<file path="src/rtl/mcu_spi_if.sv">
// Signal bundle between the IO MCU SPI pins, the mcu_spi deframer and its clients.
// The slave modport is the deframer's view; the master modport is the MCU/client side.
interface mcu_spi_if;
  logic       spi_csn;
  logic       spi_sclk;
  logic       spi_mosi;
  logic       spi_miso;
  logic [7:0] data_out;
  logic       hid_strobe;
  logic       osd_strobe;
  logic       sdc_strobe;
  logic       hid_start;
  logic       osd_start;
  logic       sdc_start;
  logic [7:0] hid_din;
  logic [7:0] osd_din;
  logic [7:0] sdc_din;
  logic       busy;

  modport slave (
    input  spi_csn, spi_sclk, spi_mosi, hid_din, osd_din, sdc_din,
    output spi_miso, data_out, hid_strobe, osd_strobe, sdc_strobe,
           hid_start, osd_start, sdc_start, busy
  );

  modport master (
    output spi_csn, spi_sclk, spi_mosi, hid_din, osd_din, sdc_din,
    input  spi_miso, data_out, hid_strobe, osd_strobe, sdc_strobe,
           hid_start, osd_start, sdc_start, busy
  );
endinterface

</file>
<file path="src/rtl/mcu_spi.sv">
// Oversampled mode-0 SPI slave: byte 0 of a frame selects a target, later bytes are strobed to it.
// Define MCU_SPI_SYS_EN to answer target 0 internally with SYS_ID / SYS_VER.
//
// state       | meaning
// ST_DISARMED | after reset; waiting to see CS high before accepting a frame
// ST_ARMED    | CS high, next CS falling edge starts a frame
// ST_ACTIVE   | frame in progress, SCLK edges are decoded
module mcu_spi (
  input  logic clk,
  input  logic reset,
  mcu_spi_if.slave bus
);

`ifdef MCU_SPI_SYS_EN
  localparam logic [7:0] SYS_ID  = 8'h5c;
  localparam logic [7:0] SYS_VER = 8'h01;
`endif

  typedef enum logic [1:0] {
    ST_DISARMED = 2'd0,
    ST_ARMED    = 2'd1,
    ST_ACTIVE   = 2'd2
  } state_t;

  state_t     r_state, w_state_nxt;
  logic [1:0] r_csn_s, r_sclk_s, r_mosi_s;
  logic       r_csn_d, r_sclk_d;
  logic [7:0] r_shift;
  logic [2:0] r_bit_cnt;
  logic [7:0] r_byte_idx;
  logic [7:0] r_target;
  logic       r_tgt_vld;
  logic [7:0] r_tx;
  logic [7:0] r_data_out;
  logic       r_load_d1, r_load_d2;
  logic       r_hid_strobe, r_osd_strobe, r_sdc_strobe;
  logic       r_hid_start, r_osd_start, r_sdc_start;

  logic       w_csn, w_sclk, w_mosi;
  logic       w_csn_rise, w_csn_fall, w_sclk_rise, w_sclk_fall;
  logic       w_frame_start, w_frame_end;
  logic       w_rx_en, w_byte_done, w_first_payload;
  logic [7:0] w_byte;
  logic       w_sel_hid, w_sel_osd, w_sel_sdc;
  logic [7:0] w_tx_load;

  assign w_csn       = r_csn_s[1];
  assign w_sclk      = r_sclk_s[1];
  assign w_mosi      = r_mosi_s[1];
  assign w_csn_rise  = w_csn & ~r_csn_d;
  assign w_csn_fall  = ~w_csn & r_csn_d;
  assign w_sclk_rise = w_sclk & ~r_sclk_d;
  assign w_sclk_fall = ~w_sclk & r_sclk_d;

  // CS sync resets low so a frame already running at reset release cannot arm the block
  always_ff @(posedge clk) begin
    if (reset) begin
      r_csn_s  <= 2'b00;
      r_sclk_s <= 2'b00;
      r_mosi_s <= 2'b00;
      r_csn_d  <= 1'b0;
      r_sclk_d <= 1'b0;
    end else begin
      r_csn_s  <= {r_csn_s[0], bus.spi_csn};
      r_sclk_s <= {r_sclk_s[0], bus.spi_sclk};
      r_mosi_s <= {r_mosi_s[0], bus.spi_mosi};
      r_csn_d  <= w_csn;
      r_sclk_d <= w_sclk;
    end
  end

  always_ff @(posedge clk) begin
    if (reset) r_state <= ST_DISARMED;
    else       r_state <= w_state_nxt;
  end

  always_comb begin
    w_state_nxt   = r_state;
    w_frame_start = 1'b0;
    w_frame_end   = 1'b0;
    case (r_state)
      ST_DISARMED: if (w_csn) w_state_nxt = ST_ARMED;
      ST_ARMED: begin
        if (w_csn_fall) begin
          w_state_nxt   = ST_ACTIVE;
          w_frame_start = 1'b1;
        end
      end
      ST_ACTIVE: begin
        if (w_csn_rise) begin
          w_state_nxt = ST_ARMED;
          w_frame_end = 1'b1;
        end
      end
      default: w_state_nxt = ST_DISARMED;
    endcase
  end

  assign w_rx_en         = (r_state == ST_ACTIVE) && !w_csn_rise;
  assign w_byte          = {r_shift[6:0], w_mosi};
  assign w_byte_done     = w_rx_en && w_sclk_rise && (r_bit_cnt == 3'd7);
  assign w_first_payload = (r_byte_idx == 8'd1);
  assign w_sel_hid       = r_tgt_vld && (r_target == 8'd1);
  assign w_sel_osd       = r_tgt_vld && (r_target == 8'd2);
  assign w_sel_sdc       = r_tgt_vld && (r_target == 8'd3);

  always_comb begin
    w_tx_load = 8'h00;
    if (w_sel_hid)      w_tx_load = bus.hid_din;
    else if (w_sel_osd) w_tx_load = bus.osd_din;
    else if (w_sel_sdc) w_tx_load = bus.sdc_din;
`ifdef MCU_SPI_SYS_EN
    else if (r_tgt_vld && (r_target == 8'd0)) begin
      // byte index has already advanced past the byte that just completed
      if (r_byte_idx == 8'd2)      w_tx_load = SYS_ID;
      else if (r_byte_idx == 8'd3) w_tx_load = SYS_VER;
    end
`endif
  end

  always_ff @(posedge clk) begin
    if (reset) begin
      r_shift      <= 8'h00;
      r_bit_cnt    <= 3'd0;
      r_byte_idx   <= 8'd0;
      r_target     <= 8'h00;
      r_tgt_vld    <= 1'b0;
      r_tx         <= 8'h00;
      r_data_out   <= 8'h00;
      r_load_d1    <= 1'b0;
      r_load_d2    <= 1'b0;
      r_hid_strobe <= 1'b0;
      r_osd_strobe <= 1'b0;
      r_sdc_strobe <= 1'b0;
      r_hid_start  <= 1'b0;
      r_osd_start  <= 1'b0;
      r_sdc_start  <= 1'b0;
    end else begin
      r_hid_strobe <= 1'b0;
      r_osd_strobe <= 1'b0;
      r_sdc_strobe <= 1'b0;
      r_hid_start  <= 1'b0;
      r_osd_start  <= 1'b0;
      r_sdc_start  <= 1'b0;
      r_load_d1    <= w_byte_done;
      r_load_d2    <= r_load_d1;
      if (r_load_d2) r_tx <= w_tx_load;

      if (w_frame_start) begin
        r_bit_cnt  <= 3'd0;
        r_byte_idx <= 8'd0;
        r_tgt_vld  <= 1'b0;
        r_tx       <= 8'h00;
        r_load_d1  <= 1'b0;
        r_load_d2  <= 1'b0;
      end else if (w_frame_end) begin
        r_tgt_vld  <= 1'b0;
        r_tx       <= 8'h00;
        r_load_d1  <= 1'b0;
        r_load_d2  <= 1'b0;
      end else if (w_rx_en) begin
        if (w_sclk_rise) begin
          r_shift   <= w_byte;
          r_bit_cnt <= r_bit_cnt + 3'd1;
          if (r_bit_cnt == 3'd7) begin
            if (r_byte_idx == 8'd0) begin
              r_target  <= w_byte;
              r_tgt_vld <= 1'b1;
            end else if (w_sel_hid || w_sel_osd || w_sel_sdc) begin
              r_data_out   <= w_byte;
              r_hid_strobe <= w_sel_hid;
              r_osd_strobe <= w_sel_osd;
              r_sdc_strobe <= w_sel_sdc;
              r_hid_start  <= w_sel_hid && w_first_payload;
              r_osd_start  <= w_sel_osd && w_first_payload;
              r_sdc_start  <= w_sel_sdc && w_first_payload;
            end
            if (r_byte_idx != 8'hff) r_byte_idx <= r_byte_idx + 8'd1;
          end
        end else if (w_sclk_fall && (r_bit_cnt != 3'd0)) begin
          r_tx <= {r_tx[6:0], 1'b0};
        end
      end
    end
  end

  assign bus.spi_miso   = r_tx[7];
  assign bus.data_out   = r_data_out;
  assign bus.hid_strobe = r_hid_strobe;
  assign bus.osd_strobe = r_osd_strobe;
  assign bus.sdc_strobe = r_sdc_strobe;
  assign bus.hid_start  = r_hid_start;
  assign bus.osd_start  = r_osd_start;
  assign bus.sdc_start  = r_sdc_start;
  assign bus.busy       = (r_state == ST_ACTIVE);

endmodule

</file>
<file path="src/flat_wrapper.sv">
// flat-port wrapper written by rule: the top's interface ports become plain ports
module mcu_spi_flat 
  (clk, reset, bus_spi_csn, bus_spi_sclk, bus_spi_mosi, bus_hid_din, bus_osd_din, bus_sdc_din, bus_spi_miso, bus_data_out, bus_hid_strobe, bus_osd_strobe, bus_sdc_strobe, bus_hid_start, bus_osd_start, bus_sdc_start, bus_busy);
  mcu_spi_if bus_i ();
  input  logic clk;
  input  logic reset;
  input wire logic [$bits(bus_i.spi_csn)-1:0] bus_spi_csn;
  input wire logic [$bits(bus_i.spi_sclk)-1:0] bus_spi_sclk;
  input wire logic [$bits(bus_i.spi_mosi)-1:0] bus_spi_mosi;
  input wire logic [$bits(bus_i.hid_din)-1:0] bus_hid_din;
  input wire logic [$bits(bus_i.osd_din)-1:0] bus_osd_din;
  input wire logic [$bits(bus_i.sdc_din)-1:0] bus_sdc_din;
  output wire logic [$bits(bus_i.spi_miso)-1:0] bus_spi_miso;
  output wire logic [$bits(bus_i.data_out)-1:0] bus_data_out;
  output wire logic [$bits(bus_i.hid_strobe)-1:0] bus_hid_strobe;
  output wire logic [$bits(bus_i.osd_strobe)-1:0] bus_osd_strobe;
  output wire logic [$bits(bus_i.sdc_strobe)-1:0] bus_sdc_strobe;
  output wire logic [$bits(bus_i.hid_start)-1:0] bus_hid_start;
  output wire logic [$bits(bus_i.osd_start)-1:0] bus_osd_start;
  output wire logic [$bits(bus_i.sdc_start)-1:0] bus_sdc_start;
  output wire logic [$bits(bus_i.busy)-1:0] bus_busy;
  assign bus_i.spi_csn = bus_spi_csn;
  assign bus_i.spi_sclk = bus_spi_sclk;
  assign bus_i.spi_mosi = bus_spi_mosi;
  assign bus_i.hid_din = bus_hid_din;
  assign bus_i.osd_din = bus_osd_din;
  assign bus_i.sdc_din = bus_sdc_din;
  assign bus_spi_miso = bus_i.spi_miso;
  assign bus_data_out = bus_i.data_out;
  assign bus_hid_strobe = bus_i.hid_strobe;
  assign bus_osd_strobe = bus_i.osd_strobe;
  assign bus_sdc_strobe = bus_i.sdc_strobe;
  assign bus_hid_start = bus_i.hid_start;
  assign bus_osd_start = bus_i.osd_start;
  assign bus_sdc_start = bus_i.sdc_start;
  assign bus_busy = bus_i.busy;
  mcu_spi u_core (.clk(clk), .reset(reset), .bus(bus_i));
endmodule
</file>
<file path="config.mk">
export PLATFORM = sky130hd
export DESIGN_NAME = mcu_spi_flat
export DESIGN_NICKNAME = d
export VERILOG_FILES = /design/src/rtl/mcu_spi_if.sv /design/src/rtl/mcu_spi.sv /design/src/flat_wrapper.sv
export SDC_FILE = /design/constraint.sdc
export NUM_CORES = 1
export LEC_CHECK = 0
export CORE_AREA = 2 2 88 73
export CTS_CLUSTER_DIAMETER = 100
export DETAILED_ROUTE_END_ITERATION = 8
export DIE_AREA = 0 0 90 75
export GPL_ROUTABILITY_DRIVEN = 0
export GPL_TIMING_DRIVEN = 1
export HOLD_SLACK_MARGIN = 0.05
export PLACE_DENSITY_LB_ADDON = 0.1
export SLEW_MARGIN = 10
export SYNTH_ARGS = -nofsm -noshare
export SYNTH_HDL_FRONTEND = slang
export SYNTH_SLANG_ARGS = --single-unit
</file>
<file path="constraint.sdc">
create_clock -name clk -period 1.78 [get_ports clk]
set_clock_uncertainty 0.2 [all_clocks]
set_input_delay 0.178 -clock clk [delete_from_list [all_inputs] [get_ports clk]]
set_output_delay 0.178 -clock clk [all_outputs]
set_load 0.01 [all_outputs]
</file>
==> metrics <==
fraction of layout cells with a size suffix above 1=25.3%; dpl hpwl=~4300 um; Filler Cell Count=between 400 and 500; Vias=around 2400; top cell type's share of synthesized area=44.1%; Final Critical Period=around 1700 ps; vias in the first global route=2189; starting density of the core=47.6%; TritonCTS Sinks=61; Bufs on Longest Clock Path=2; Hold Violations, Final=0; Power Density=754 nW/um2; met2 wire length=2770 um; Boundary Pins=45; Reg clk slew, reported paths=70 ps; post-synthesis register bit count=61; RSZ-0062 raised after global routing=true; Overall Power=2.91 mW; antenna violations before repair=0; gr usage total=about 20%; Fmax=574 MHz; r2r worst-path depth=6; CTS tree=built; Worst Path Required=1780 ps; synth top area cells=dfxtp_1 44%, a21oi_1 4.5%, mux2i_1 3.3%, mux2_2 3.3%, nand3_1 2.9%; actual slew at the worst max-slew pin=378 ps; die area=6750 um2; synthesized area=2770 um2; detailed-route wire length per cell=14.6 um; Hold Path Depth=2; leakage=around 1.5 nW; cell count after placement=422; Die Ht=75 um; type of the tightest min-delay check=input port to flop; Worst Path Max Fanout=6; Startpoint Class=flop; Num CTS Buffers=9; Mapped Cells=290; fin. max-slew vios=0; grt total ovfl=0; Root Buffer=clkbuf_8; Max-Slew Margin vs Limit=between 70% and 80%; I/O Buffers=44; sequential-to-total area share from yosys stat=44.1%; Worst Setup End Kind=flop; Cell variety after synth=between 40 and 50; Final setup viols=0; number of max-cap violations=0; WP data arrival=1750 ps; Post-CTS Hold Buffers=0; Peak VDD IR=0.499 mV; first-pass GRT wire length=between 10000 and 15000 um; crit path launch=u_core.r_bit_cnt[0]; Synth area leader=dfxtp_1; Mapped Nets=325; area added between synthesis and finish=39.6%; Yosys Warn Count=0; worst r2r src=u_core.r_bit_cnt[0]; core area=5820 um2; final hold slack=194 ps; Via density=approximately 5.4; htree depth=3; Setup TNS=0 ps; Avg Inst Size Synth=9.55 um2; wirelength, routed=6470 um; crit path kind=flop to flop; DRT Pass-1 Iters=5; Clock Latency Late Sink=330 ps; Starting DRT DRC Count=96; Final Non-Filler Cells=444; number of synthesized flops with an enable pin=0; status=completed; highest metal used=met4; DR WL met3=around 360 um; most frequent cells in the layout=56 x dfxtp_1, 43 x clkdlybuf4s50_1, 26 x buf_4; M1 wire length=3260 um; most common cell after layout, fill and taps aside=dfxtp_1; Die Width=around 90 um; Post-synth ARST share=0%; drt drc=0; register-to-register setup slack=around 39 ps; Rows=25; Ant. Diodes=0; largest net degree at the start of global routing=25; Primary FF master, synth=dfxtp_1; period utilization=just under 100%; fin nets=394; Crit Reg-Reg Endpoint=u_core.r_byte_idx[7]; crit path to=u_core.r_byte_idx[7]; Detail Route Antenna Nets=0
layer usage:
layer	vias to the layer above	GRT usage [%]
met5	-	0
met4	0	6.15
met3	6	6.91
met2	57	29.5
met1	1114	27.1
li1	1207	-
state kept, by name (all words and copies together), names as in the netlist, 2 cells and up:
signal	cells
u_core.r_target	8
u_core.r_shift	7
u_core.r_tx	8
u_core.r_byte_idx	8
u_core.r_state	2
u_core.r_bit_cnt	3
u_core.r_mosi_s	2
u_core.r_csn_s	2
u_core.bus.data_out	8
u_core.r_sclk_s	2
critical path, stage by stage, from the launching register on:
cell	delay, ps
dfxtp_2	330
ha_2	190
ha_4	150
nand4_4	110
buf_4	180
o41ai_2	340
a21oi_1	110
cell usage after synthesis, types with 2 or more instances:
library cell	number
dfxtp_1	61
a21oi_1	25
nor2_1	17
inv_1	16
nand3_1	16
nor2b_1	11
o21ai_0	10
o31ai_1	10
mux2i_1	9
nand4_1	9
a22oi_1	8
buf_2	8
mux2_2	8
o211a_1	8
clkbuf_1	7
o221ai_1	7
ha_1	6
nand2_1	5
buf_4	4
or4_1	4
and3_1	3
and4_1	3
nor3_1	3
o41ai_1	3
and2_1	2
buf_6	2
nand3_2	2
nor4_2	2
or2_2	2
timing repair:
action	4_1_cts	5_1_grt
setup buffers	1	4
pin swaps	0	6
endpoints found under the setup margin	13	30
resized for setup	4	27
cloned	1	1
metrics by stage:
stage | setup slack [ps] | util [%] | instance area (um2)
after global routing | -44.8 | 66.4 | 3860
after global placement | 1.10 | 59.6 | 3470
final | 38.6 | 66.4 | 3860
after CTS | 7.64 | 64.2 | 3740
after floorplan | 73.8 | - | 2770
after detailed placement | -58.0 | 59.6 | 3470
worst min path at each step:
stage                     slack (ps)               start            endpoint
after floorplan                  110         bus_spi_csn   u_core.r_csn_s[0]
after global placement           220  u_core.r_sclk_s[0]  u_core.r_sclk_s[1]
after detailed placement         220    u_core.r_load_d1    u_core.r_load_d2
after CTS                        190        bus_spi_mosi  u_core.r_mosi_s[0]
after global routing             190        bus_spi_sclk  u_core.r_sclk_s[0]
final                            190        bus_spi_mosi  u_core.r_mosi_s[0]
cell type report:
| type | count | area (um2) | share of cell area (%) |
|---|---|---|---|
| multi-input combinational | 192 | 1470 | 38.0 |
| sequential | 61 | 1230 | 31.8 |
| timing repair buffer | 79 | 773 | 20.0 |
| clock buffer | 12 | 165 | 4.27 |
| tap | 81 | 101 | 2.62 |
| clock inverter | 3 | 67.6 | 1.75 |
| inverter | 16 | 60.1 | 1.55 |
power breakdown:
group          total, mW  switching (mW)  internal (mW)
Clock               1.41           0.511          0.895
Combinational      0.125          0.0438         0.0815
Sequential          1.38         0.00600           1.37
cell families (layout without fill, tap and decap cells):
| group | after synthesis | count (layout) | share of synthesized area (%) |
|---|---|---|---|
| AND/OR/NAND/NOR | 88 | 89 | 19.7 |
| buffers and inverters | 38 | 110 | 6.60 |
| AO/OA/AOI/OAI | 79 | 79 | 20.1 |
| flip-flops | 61 | 61 | 44.1 |
| adder cells (fa/ha/maj) | 6 | 6 | 2.71 |
| XOR/XNOR | 1 | 1 | 0.316 |
| multiplexers | 17 | 17 | 6.51 |
Note: power is estimated with default switching activity, not from simulation.
